===== config.mk =====
export PLATFORM = sky130hd
export DESIGN_NAME = bound_flash_param
export DESIGN_NICKNAME = d
export VERILOG_FILES = /design/src/rtl/bound_flash_param.sv
export SDC_FILE = /design/constraint.sdc
export NUM_CORES = 1
export LEC_CHECK = 0
export BUFFER_PORTS_ARGS = -buffer_cell sky130_fd_sc_hd__buf_2
export CAP_MARGIN = 10
export CORE_UTILIZATION = 50
export DETAILED_ROUTE_END_ITERATION = 8
export PLACE_DENSITY_LB_ADDON = 0.2
export SYNTH_ARGS = -nofsm -noshare
export SYNTH_HDL_FRONTEND = slang
export SYNTH_SLANG_ARGS = --single-unit

===== constraint.sdc =====
create_clock -name clk -period 4.35 [get_ports clk]
set_clock_uncertainty 0.2 [all_clocks]
set_input_delay 0.87 -clock clk [delete_from_list [all_inputs] [get_ports clk]]
set_output_delay 0.87 -clock clk [all_outputs]
set_load 0.02 [all_outputs]

===== src/rtl/bound_flash_param.sv =====
// bound_flash_param -- parameterised "bound flash" lamp sequencer.
//
// A thermometer-coded lamp bar runs through six phases:
//   UP_A (0->PEAK_A), DN_A (->0), UP_B (->PEAK_B), DN_B (->FLOOR_B),
//   UP_C (->N_LAMP), DN_C (->0), then back to IDLE (or straight to UP_A
//   when flick is held or AUTO_REPEAT is set).
// Level moves one step per prescaler tick (every STEP_DIV cycles).
// In UP_B/UP_C a held flick at a kick level throws the bar back one phase.
// abort sends any active phase straight into DN_C for a graceful run-down.
//
// Ports:
//   clk    in   single clock, rising edge
//   rst_n  in   asynchronous active-low reset
//   flick  in   start / restart / kickback request
//   abort  in   graceful shutdown request
//   lamp   out  [N_LAMP] thermometer code, lamp[i]=1 iff i<level
//   busy   out  1 while phase is not IDLE
//   phase  out  [3] IDLE=0 UP_A=1 DN_A=2 UP_B=3 DN_B=4 UP_C=5 DN_C=6
module bound_flash_param #(
    parameter int N_LAMP      = 16,
    parameter int PEAK_A      = 6,
    parameter int PEAK_B      = 11,
    parameter int FLOOR_B     = 5,
    parameter int KICK_A      = 6,
    parameter int KICK_B      = 11,
    parameter int STEP_DIV    = 1,
    parameter int AUTO_REPEAT = 0
) (
    input  logic              clk,
    input  logic              rst_n,
    input  logic              flick,
    input  logic              abort,
    output logic [N_LAMP-1:0] lamp,
    output logic              busy,
    output logic [2:0]        phase
);

    // Elaboration guard: refuse parameter sets the sequence cannot honour.
    if (!(PEAK_A > 0 && PEAK_A <= N_LAMP &&
          FLOOR_B >= 0 && FLOOR_B < PEAK_B && PEAK_B <= N_LAMP &&
          KICK_A > 0 && KICK_A <= N_LAMP &&
          KICK_B > 0 && KICK_B <= N_LAMP &&
          STEP_DIV >= 1)) begin : g_bad_params
        $fatal(1, "bound_flash_param: illegal parameter set");
    end

    localparam int LW = $clog2(N_LAMP + 1);
    localparam int PW = (STEP_DIV > 1) ? $clog2(STEP_DIV) : 1;

    localparam logic [LW-1:0] PA_L   = LW'(PEAK_A);
    localparam logic [LW-1:0] PB_L   = LW'(PEAK_B);
    localparam logic [LW-1:0] FB_L   = LW'(FLOOR_B);
    localparam logic [LW-1:0] FULL_L = LW'(N_LAMP);
    localparam logic [LW-1:0] KA_L   = LW'(KICK_A);
    localparam logic [LW-1:0] KB_L   = LW'(KICK_B);
    localparam logic [PW-1:0] PMAX   = PW'(STEP_DIV - 1);

    typedef enum logic [2:0] {
        IDLE = 3'd0,
        UP_A = 3'd1,
        DN_A = 3'd2,
        UP_B = 3'd3,
        DN_B = 3'd4,
        UP_C = 3'd5,
        DN_C = 3'd6
    } phase_e;

    phase_e          phase_q, phase_d;
    logic [LW-1:0]   level_q, level_d;
    logic [PW-1:0]   presc_q, presc_d;
    logic [LW-1:0]   target;
    logic [LW-1:0]   step_lvl;
    logic            tick;
    logic            kick_lvl;
    logic            up_kickable;

    assign tick = (phase_q != IDLE) && (presc_q == PMAX);

    always_comb begin
        target = '0;
        case (phase_q)
            UP_A:    target = PA_L;
            UP_B:    target = PB_L;
            DN_B:    target = FB_L;
            UP_C:    target = FULL_L;
            default: target = '0;
        endcase
    end

    // One step toward the target; saturates on the target so it never wraps.
    always_comb begin
        step_lvl = level_q;
        if (level_q < target)
            step_lvl = level_q + 1'b1;
        else if (level_q > target)
            step_lvl = level_q - 1'b1;
    end

    assign kick_lvl    = (step_lvl == KA_L) || (step_lvl == KB_L);
    assign up_kickable = (phase_q == UP_B) || (phase_q == UP_C);

    always_comb begin
        phase_d = phase_q;
        level_d = level_q;
        presc_d = presc_q;
        if (phase_q == IDLE) begin
            if (flick && !abort) begin
                phase_d = UP_A;
                level_d = '0;
                presc_d = '0;
            end
        end else if (abort && phase_q != DN_C) begin
            // Run down from wherever the bar is; level is left untouched.
            phase_d = DN_C;
            presc_d = '0;
        end else begin
            presc_d = tick ? '0 : presc_q + 1'b1;
            if (tick) begin
                level_d = step_lvl;
                // Kickback wins over the normal end-of-phase advance.
                if (up_kickable && flick && kick_lvl) begin
                    phase_d = (phase_q == UP_B) ? DN_A : DN_B;
                end else if (step_lvl == target) begin
                    case (phase_q)
                        UP_A:    phase_d = DN_A;
                        DN_A:    phase_d = UP_B;
                        UP_B:    phase_d = DN_B;
                        DN_B:    phase_d = UP_C;
                        UP_C:    phase_d = DN_C;
                        DN_C:    phase_d = (flick || AUTO_REPEAT != 0) ? UP_A : IDLE;
                        default: phase_d = IDLE;
                    endcase
                end
            end
        end
    end

    always_ff @(posedge clk or negedge rst_n) begin
        if (!rst_n) begin
            phase_q <= IDLE;
            level_q <= '0;
            presc_q <= '0;
        end else begin
            phase_q <= phase_d;
            level_q <= level_d;
            presc_q <= presc_d;
        end
    end

    for (genvar i = 0; i < N_LAMP; i++) begin : g_lamp
        assign lamp[i] = (level_q > LW'(i));
    end

    assign busy  = (phase_q != IDLE);
    assign phase = phase_q;

endmodule

==> impl_metrics.toml <==
[status]
status = "finished clean"

[detailed_routing]
avgViaCountPerCell = 6.172
drc = 0
first_pass_iters = 4
ant_nets = 0
avgRoutedWirePerCell_um = 16.09
dr_total_vias = 1401
first_iter_violations = 47
routed_wl_um = 3652

[clock_tree]
cts_buffer_depth = 2
root_buffer = "clkbuf_4"
cts_made_buffers = 3
cts_tree = "built"
clk_latency_ns = 0.26
postCtsHoldBufs = 0
cts.sink_count = 9
clkTransAtPathRegs_ns = 0.06
cts_setup_buffers = 0
cts_htree_levels = 1
cts_resized = 0

[setup_path]
path_class = "flop to flop"
path_delay_family = "compound AO/OA/AOI/OAI gates"
crit_required_ns = 4.29
cp-start-kind = "flop"
crit_path_max_fanout = 7
crit_top_cell = "a21o_1"
ff2ff_setup_slack_ns = 0.22
crit_path_max_incr_delay_ns = 0.53
cp_cell_sequence = "nor2b_2 > inv_1 > a21o_1 > ha_1 > a211o_1 > a21o_1 > o221a_1 > or4_1 > mux2i_1 > nand2_1 > a221oi_2 > or2_4 > mux2_4"
worstPathArrival_ns = 4.07
end_kind = "flop"
slowest_stage = "or4_1"
critPathBufInv = 1

[sta]
worst-slew-pin-transition_ns = 0.5091
drv_slew = 0
setup_tns_ns = 0
hold_violations = 0
fin_crit_sh_pct = 95.04
rsz0062_at_grt = "false"
relSlewSlack_pct = 65.61
period_minus_slack_ns = 4.134
setup_violations = 0
max_freq_mhz = 241.9

[yosys]
synth_cell_types = 52
synth_warnings = 0
synth_nets = 186
synth_area_um2 = 1310
syn_inst = 171
synthFlopType = "dfrtp_1"
synth_edf_count = 0
ys_seq_area_share_pct = 17.19
synth_seq_cells = 9
syn_avg_cell_area_um2 = 7.661
ys_async_sr_fraction_pct = 100.0

[floorplan]
die_area_um2 = 2829
initial_core_util_pct = 52.88
coreArea_um2 = 2477
io_pins = 24
die_w_um = 53.19
rows = 18
die_h_um = 53.19

[placement]
place_congestion = 0.8873
portBuffers = 23
dpl.hpwl_um = 2814
place_area_um2 = 1464

[layout]
finish.utilization_pct = 61.16
final_nets = 213
num_antenna_cells = 0
stdcell_area_um2 = 1515
drive_above_1_share_pct = 28.43
seqCellArea_um2 = 225.2
n_fill_cell = 230
multiInputGateArea_um2 = 1028
syn2layout_area_growth_pct = 15.66

[grt]
antenna_found_initial = 0
grt_pass1_vias = 1260
grt_pass1_wl_um = 5802
grt_max_degree = 16
grt_overflow = 0
grt_usage_pct = 28.00

[hold_path]
min_path_type = "primary input to async pin"

[job]
drv_cap = 0
-- synthesized netlist by cell type (2+ instances only) --
library cell	number	area [um2]
a41oi_1	2	17.52
or2_2	3	18.77
nand3_1	2	10.01
a2111oi_2	2	30.03
a22o_1	6	52.55
nor2b_1	4	25.02
nand4_1	3	18.77
nor2_1	14	52.55
a221oi_2	2	30.03
ha_1	11	137.6
nand2b_1	5	31.28
a211oi_1	3	22.52
o21ai_0	21	105.1
a21o_1	3	22.52
dfrtp_1	9	225.2
o31ai_1	3	22.52
nand2_1	22	82.58
mux2i_1	2	20.02
clkbuf_1	4	15.01
nor3_1	2	10.01
a211o_2	2	20.02
buf_4	2	15.01
a21oi_1	6	30.03
inv_1	10	37.54
-- placed cells by master, fill, tap and decap left out, drive strengths merged, types with 4 or more instances in the layout --
cell type	netlist	final
nor2	14	14
a22o	7	7
ha	11	11
or2	5	5
clkbuf	5	4
inv	10	10
o21ai	21	21
nand2b	5	5
buf	2	29
nand2	22	22
a21oi	6	6
nor2b	4	4
dfrtp	9	9
-- stage by stage --
stage	hold WS, ns	worst slack (ns)	cells
4_1_cts	0.2501	0.2178	227
3_3_place_gp	0.3365	0.3494	223
5_1_grt	0.2424	0.03984	227
6_report	0.2532	0.2156	227
3_5_place_dp	0.3428	0.2537	223
2_1_floorplan	0.3095	0.4125	171
-- cell families (layout without fill, tap and decap cells) --
family                     after synthesis  in the layout  synth area share (%)
DFF                                      9              9                 17.19
xor gates and xnor gates                 1              1                0.6687
adders and majority gates               11             11                 10.51
muxes                                    3              3                 2.674
AOI/OAI and AO/OA                       63             63                 35.72
buffers and inverters                   17             43                 6.208
and+or+nand+nor                         67             67                 27.03
-- worst paths after layout --
path / startpoint / endpoint / depth (start not counted)
worst max-delay path: phase[0] / phase[0] / 13
worst min-delay path: rst_n / level_q[4] / 1
worst max register to register: phase[0] / phase[0] / 13
worst min register to register: presc_q / presc_q / 2
max in group asynchronous: rst_n / phase[2] / 1
min in group clk: presc_q / presc_q / 2
-- registers in the layout (all words and copies together), names as in the netlist --
name,count
presc_q,1
phase,3
level_q,5
-- routing by layer --
layer | global-route usage (%) | vias to the layer above | share of wire (%)
met3 | 2.586 | 4 | 4.1
met5 | 0 | - | 0
met4 | 8.333 | 0 | 1.9
met2 | 50.00 | 49 | 49
met1 | 35.07 | 648 | 45
li1 | - | 700 | -
-- cell type report --
cell class                 count  area share, %
tap                           30          2.477
multi-input combinational    145          67.88
inverter                      10          2.477
sequential                     9          14.86
clock buffer                   4          1.734
timing repair buffer          29          10.57
Power is not shown: default switching activity piles up to over one toggle a cycle in this logic, so the estimate is an artifact.
